### src/rtl/fifo_uart_tx.sv
// UART transmitter that drains a show-ahead FIFO: one pop per frame, 8N1 LSB first, optional even parity.
// Pop is combinational in IDLE and the start bit follows one cycle later; tx_en low holds off new frames only.
module fifo_uart_tx #(
  parameter int BAUD_DIV  = 10416,
  parameter bit PARITY_EN = 1'b0
) (
  input  logic       clk,
  input  logic       rst,
  input  logic       fifo_empty,
  input  logic [7:0] fifo_rdata,
  output logic       fifo_rd,
  input  logic       tx_en,
  output logic       tx,
  output logic       tx_busy,
  output logic       tx_done
);

  typedef enum logic [2:0] {IDLE, START, DATA, PARITY, STOP} state_t;

  localparam logic [15:0] BAUD_LAST = 16'(BAUD_DIV - 1);

  state_t      state, state_n;
  logic [15:0] baud_cnt, baud_cnt_n;
  logic [2:0]  bit_idx, bit_idx_n;
  logic [7:0]  shreg, shreg_n;
  logic        par, par_n;
  logic        tx_n, done_n, bit_end;

  assign fifo_rd = (state == IDLE) & tx_en & ~fifo_empty & ~rst;
  assign bit_end = (baud_cnt == BAUD_LAST);
  assign tx_busy = (state != IDLE);

  always_comb begin
    state_n    = state;
    baud_cnt_n = baud_cnt + 16'd1;
    bit_idx_n  = bit_idx;
    shreg_n    = shreg;
    par_n      = par;
    done_n     = 1'b0;
    case (state)
      IDLE: begin
        baud_cnt_n = '0;
        if (fifo_rd) begin
          shreg_n = fifo_rdata;
          par_n   = ^fifo_rdata;
          state_n = START;
        end
      end
      START: begin
        if (bit_end) begin
          baud_cnt_n = '0;
          bit_idx_n  = '0;
          state_n    = DATA;
        end
      end
      DATA: begin
        if (bit_end) begin
          baud_cnt_n = '0;
          shreg_n    = {1'b0, shreg[7:1]};
          bit_idx_n  = bit_idx + 3'd1;
          if (bit_idx == 3'd7) begin
            state_n = PARITY_EN ? PARITY : STOP;
          end
        end
      end
      PARITY: begin
        if (bit_end) begin
          baud_cnt_n = '0;
          state_n    = STOP;
        end
      end
      STOP: begin
        if (bit_end) begin
          baud_cnt_n = '0;
          state_n    = IDLE;
          done_n     = 1'b1;
        end
      end
      default: begin
        baud_cnt_n = '0;
        state_n    = IDLE;
      end
    endcase

    // tx is decoded from the next state so the line lines up with the state register
    tx_n = 1'b1;
    case (state_n)
      START:   tx_n = 1'b0;
      DATA:    tx_n = shreg_n[0];
      PARITY:  tx_n = par_n;
      default: tx_n = 1'b1;
    endcase
  end

  always_ff @(posedge clk) begin
    if (rst) begin
      state    <= IDLE;
      baud_cnt <= '0;
      bit_idx  <= '0;
      shreg    <= '0;
      par      <= 1'b0;
      tx       <= 1'b1;
      tx_done  <= 1'b0;
    end else begin
      state    <= state_n;
      baud_cnt <= baud_cnt_n;
      bit_idx  <= bit_idx_n;
      shreg    <= shreg_n;
      par      <= par_n;
      tx       <= tx_n;
      tx_done  <= done_n;
    end
  end

endmodule

### config.mk
export PLATFORM = sky130hd
export DESIGN_NAME = fifo_uart_tx
export DESIGN_NICKNAME = d
export VERILOG_FILES = /design/src/rtl/fifo_uart_tx.sv
export SDC_FILE = /design/constraint.sdc
export NUM_CORES = 1
export LEC_CHECK = 0
export CAP_MARGIN = 5
export CORE_MARGIN = 3
export CORE_UTILIZATION = 40
export CTS_BUF_LIST = sky130_fd_sc_hd__clkbuf_8
export DETAILED_ROUTE_END_ITERATION = 10
export PLACE_DENSITY = 0.68
export SLEW_MARGIN = 10
export SYNTH_ARGS = -nofsm -noshare
export SYNTH_HDL_FRONTEND = slang
export SYNTH_SLANG_ARGS = --single-unit
### constraint.sdc
create_clock -name clk -period 5.02 [get_ports clk]
set_clock_uncertainty 0.05 [all_clocks]
set_input_delay 1.255 -clock clk [delete_from_list [all_inputs] [get_ports clk]]
set_output_delay 1.255 -clock clk [all_outputs]
set_load 0.005 [all_outputs]
; Word-level counts from Yosys, hierarchy flattened
; Index checks and enable logic that the tools add are counted.
[totals]
reg_bits = 33
in_bits = 12
output_inout_bits = 4
elab_cells = 56
[classes]
n_addsub = 2
n_eq_ne = 12
mux = 17
n_bitwise = 7
reduce_logical = 10
[op_table]
columns = cell, count
row1 = $mux 3, 8
row2 = $add 16x1->16 const B, 1
row3 = $eq 16x14->1 const B, 1
row4 = $mux 8, 2
row5 = $pmux 8 s2, 1
row6 = $pmux 3 s5, 1
row7 = $eq 3x2->1 const B, 4
row8 = $reduce_xor 8->1, 1
row9 = $eq 3x1->1 const B, 2
row10 = $eq 3x3->1 const B, 2
row11 = $ne 2x2->1 const B, 3
row12 = $pmux 3 s2, 1
row13 = $reduce_and 3->1, 2
row14 = $not 1->1, 4
row15 = $reduce_bool 2->1, 2
row16 = $reduce_or 4->1, 1
row17 = $add 3x1->3 const B, 1
row18 = $and 1x1->1, 3
row19 = $logic_not 3->1, 1
row20 = $mux 1, 3
row21 = $pmux 1 s3, 1
row22 = $reduce_bool 3->1, 1
row23 = $reduce_or 3->1, 1
row24 = $reduce_or 2->1, 1

; Longest topological paths before layout
; Gate-level depths: netlist (run 1).
[depth]
word_depth = 8
depth_mapped = 7
mapped_depth_nobuf = 6

; Least setup slack after synthesis (run 1)
; Ideal clock, no wire load.
[synth_path]
kind = in2out
from = input port rst
to = output port fifo_rd
arrival_time_ns = 2.083
required_time_ns = 3.715
slack_ns = 1.632
cell_stages = 5
path_buffers = 2
path_cell_list = clkbuf_1 nor4b_1 nand2_1 inv_1 clkbuf_1
[synth_via]
elab_chain_len = 2
[synth_lines]
columns = element, line
row1 = start: declaration, 8  ; input logic rst,
row2 = $not 1->1, 29  ; assign fifo_rd = (state == IDLE) & tx_en & ~fifo_empty & ~rst;
row3 = $and 1x1->1, 29
row4 = end: declaration, 11  ; output logic fifo_rd,
; No other way between the ends.

; Worst setup path in the final report (run 1)
[layout_path]
from = input port tx_en
to = output port fifo_rd
[layout_via]
elab_chain_len = 3
[layout_lines]
columns = element, line
row1 = start: declaration, 12  ; input logic tx_en,
row2 = $and 1x1->1 (3 in series), 29
; No other way between the ends.

==> results.py, run 1 <==
metrics = {
    "status": {
        "status": "finished, final reports clean",
    },
    "pwr": {
        "power_mw": 0.504,
        "ir_drop_mv": 0.111,
        "cellInternalPower_mw": 0.395,
        "power.share.switching": 0.216,
        "clockPowerShare": 0.386,
        "power.density_nw_per_um2": 260,
        "p_leak_nw": 0.656,
        "share_seq_of_total_power": 0.534,
        "power.switching_mw": 0.109,
        "pwr-share-comb": 0.080,
    },
    "run": {
        "cap_violations": 0,
    },
    "clock_tree": {
        "cts.htree.levels": 2,
        "clock_latency_ns": 0.28,
        "cts_buffer_depth": 2,
        "clock-root-buffer": "clkbuf_8",
        "cts_buffers": 5,
        "cts.repair.resized": 0,
        "cts.sinks": 33,
        "post_cts_buffers": 0,
        "clk_pin_slew_ns": 0.06,
        "cts_tree": "done",
        "postCtsHoldBufs": 0,
    },
    "routing": {
        "totalWireLength_um": 3130,
        "num_vias": 1374,
        "drc": 0,
        "wl_per_cell_um": 12.6,
        "via_per_inst": 5.52,
        "dr.pass1.iters": 5,
        "postRouteAntennaNets": 0,
        "drt_iter0_drc": 87,
    },
    "setup_path": {
        "r2r_end": "baud_cnt[2]$_SDFF_PP0_",
        "cp.required_ns": 3.71,
        "worst_setup_path_start_kind": "primary input",
        "rrSetupSlack_ns": 3.01,
        "cp_common_cell": "clkdlybuf4s50_1",
        "r2r_cells": 5,
        "r2r_start": "baud_cnt[0]$_SDFF_PP0_",
        "crit_path_end_kind": "output pin",
        "slowest_stage": "clkdlybuf4s50_1",
        "path_cells": "clkdlybuf4s50_1, nor4b_1, nand2_1, inv_1, clkdlybuf4s50_1",
        "worst-path-max-fanout": 11,
        "critPathKind": "primary input to output pin",
        "critPathMaxStageDelay_ns": 0.57,
        "worst_ep_arrival_time_ns": 3.16,
    },
    "layout": {
        "drive_above_1_share": 0.0597,
        "postLayoutCoreUtil": 0.503,
        "final_common_cell": "dfxtp_1",
        "stdcell_area_um2": 1940,
        "antenna_cells": 0,
        "layout_common_cells": "33 x dfxtp_1, 22 x nor2_1, 20 x xnor2_1",
        "finalNonFillerCells": 249,
        "nNetsFinal": 216,
        "area_delta_synth_final_pct": 14.9,
    },
    "synth": {
        "synth_cells": 191,
        "seq_area_frac_synth": 0.392,
        "synth_seq_cells": 33,
        "synth_xor_area_frac": 0.114,
        "yosys.area_share.simple": 0.251,
        "synth_cell_type_count": 35,
        "syn_nets": 206,
        "syn_area_per_cell_um2": 8.82,
        "synthAdderAreaFrac": 0.0223,
        "yosys-top-cells-area": "dfxtp_1 39%, xnor2_1 10%, nor2_1 4.9%",
        "synth_compound_area_frac": 0.161,
        "synth_top_family_by_area": "simple AND/OR/NAND/NOR gates",
        "yosysTopAreaCellShare": 0.392,
        "synthesis.area_um2": 1690,
        "yosys.area.top_type": "dfxtp_1",
        "ys_warn_count": 0,
        "synth_mux_area_frac": 0.0126,
    },
    "sta": {
        "fmax_mhz": 224,
        "period_needed_ns": 4.47,
        "slew_headroom": 0.554,
        "hold_viol_final": 0,
        "final.setup.tns_ns": 0,
        "slew_violations": 0,
        "rsz0062_at_grt": "false",
        "worst_slew_pin_slew_ns": 0.668,
        "setup_viol": 0,
        "fin_crit_sh": 0.890,
    },
    "hold_path": {
        "whs_endpoint": "baud_cnt[0]$_SDFF_PP0_",
        "min_path_type": "flip-flop to flip-flop",
        "worstHoldPathCells": 1,
        "min_from": "baud_cnt[0]$_SDFF_PP0_",
    },
    "grt": {
        "antenna_found_initial": 0,
        "grt_pass1_vias": 1223,
        "overflow": 0,
        "grt_pass1_wl_um": 5570,
        "gr-usage-all-layers": 0.134,
        "grt_max_degree": 19,
    },
    "place": {
        "dp.cells": 242,
        "finalWeightedCongestion": 0.779,
        "placed_area_um2": 1850,
        "hpwl_um": 2210,
        "portBuffers": 15,
    },
    "die": {
        "std_cell_rows": 22,
        "num_io_pins": 16,
        "coreArea_um2": 3850,
        "fp.dieH_um": 70.9,
        "die-area_um2": 5030,
        "initial_core_util": 0.437,
        "die_w_um": 70.9,
    },
}
-- kinds of logic (layout without fill, tap and decap cells) --
group / count (synthesis) / count (layout)
flops: 33 / 33
mux: 2 / 2
compound gates: 40 / 40
simple gates: 71 / 71
xor+xnor: 22 / 22
buf+inv: 20 / 30
fa+ha+maj: 3 / 3
-- final cells by class --
cell class | instances | area, µm²
clock buffers | 6 | 82.6
clock inverters | 1 | 3.75
fillers | 382 | 1920
inverters | 7 | 26.3
multi-input cells | 138 | 946
flip-flops and latches | 33 | 661
well taps | 48 | 60.1
repair buffers | 16 | 158
-- critical path, delay by kind of cell --
| kind | cells | cell delay [ns] |
|---|---|---|
| buffers and inverters | 3 | 1.38 |
| AND/OR/NAND/NOR | 2 | 0.53 |
-- power by group through the flow --
stage	clock network, mW	registers (mW)	logic [mW]
6_report	0.195	0.269	0.0402
5_1_grt	0.215	0.270	0.0446
4_1_cts	0.201	0.269	0.0403
3_5_place_dp	0	0.275	0.0401
3_3_place_gp	0	0.275	0.0399
2_1_floorplan	0	0.274	0.0251
-- routing by layer --
metal / part of all wire / track usage
met5: 0 / 0
met4: 0.0086 / 0.0376
met3: 0.032 / 0.0440
met2: 0.43 / 0.189
met1: 0.53 / 0.193
-- flip-flops by register name, indices dropped and copies added, names as in the netlist --
register,flops
tx_done,1
state,3
par,1
shreg,8
bit_idx,3
tx,1
baud_cnt,16
-- Yosys cell counts (all sizes together) --
library cell	number
ha	3
nor4	5
buf	3
a22oi	7
a21o	4
mux2i	1
nand3b	2
nand3	6
nor2	22
xnor2	20
nand2b	2
o41ai	1
o21ai	4
inv	7
and4	1
nor3	5
a31oi	2
and4bb	1
o311a	2
a211oi	2
dfxtp	33
o211ai	9
mux2	1
nor2b	1
nand4	5
nor4b	3
or4	1
xor2	2
clkbuf	10
a21oi	9
and3	8
nand2	7
or3	2
-- through the flow --
stage | setup slack, ns | hold slack, ns
floorplan | 1.63 | 0.380
global placement | 0.545 | 0.394
detailed placement | 0.537 | 0.403
CTS | 0.531 | 0.418
global route | 0.399 | 0.455
finish | 0.551 | 0.411
-- worst max-delay path by stage --
stage               startpoint       to  slack [ns]  cells past startpoint
CTS                      tx_en  fifo_rd        0.53                      5
detailed placement       tx_en  fifo_rd        0.54                      5
floorplan                  rst  fifo_rd        1.63                      5
global route             tx_en  fifo_rd        0.40                      5
global placement         tx_en  fifo_rd        0.54                      5
finish                   tx_en  fifo_rd        0.55                      5
Note: power is estimated with default switching activity, not from simulation.
==> inputs of run 2 (changes only) <==
CAP_MARGIN = 20   (was 5)
SKIP_CTS_REPAIR_TIMING = 1   (was unset)
==> results of run 2 <==
Final layout, timing and power as in run 1 (identical DEF).
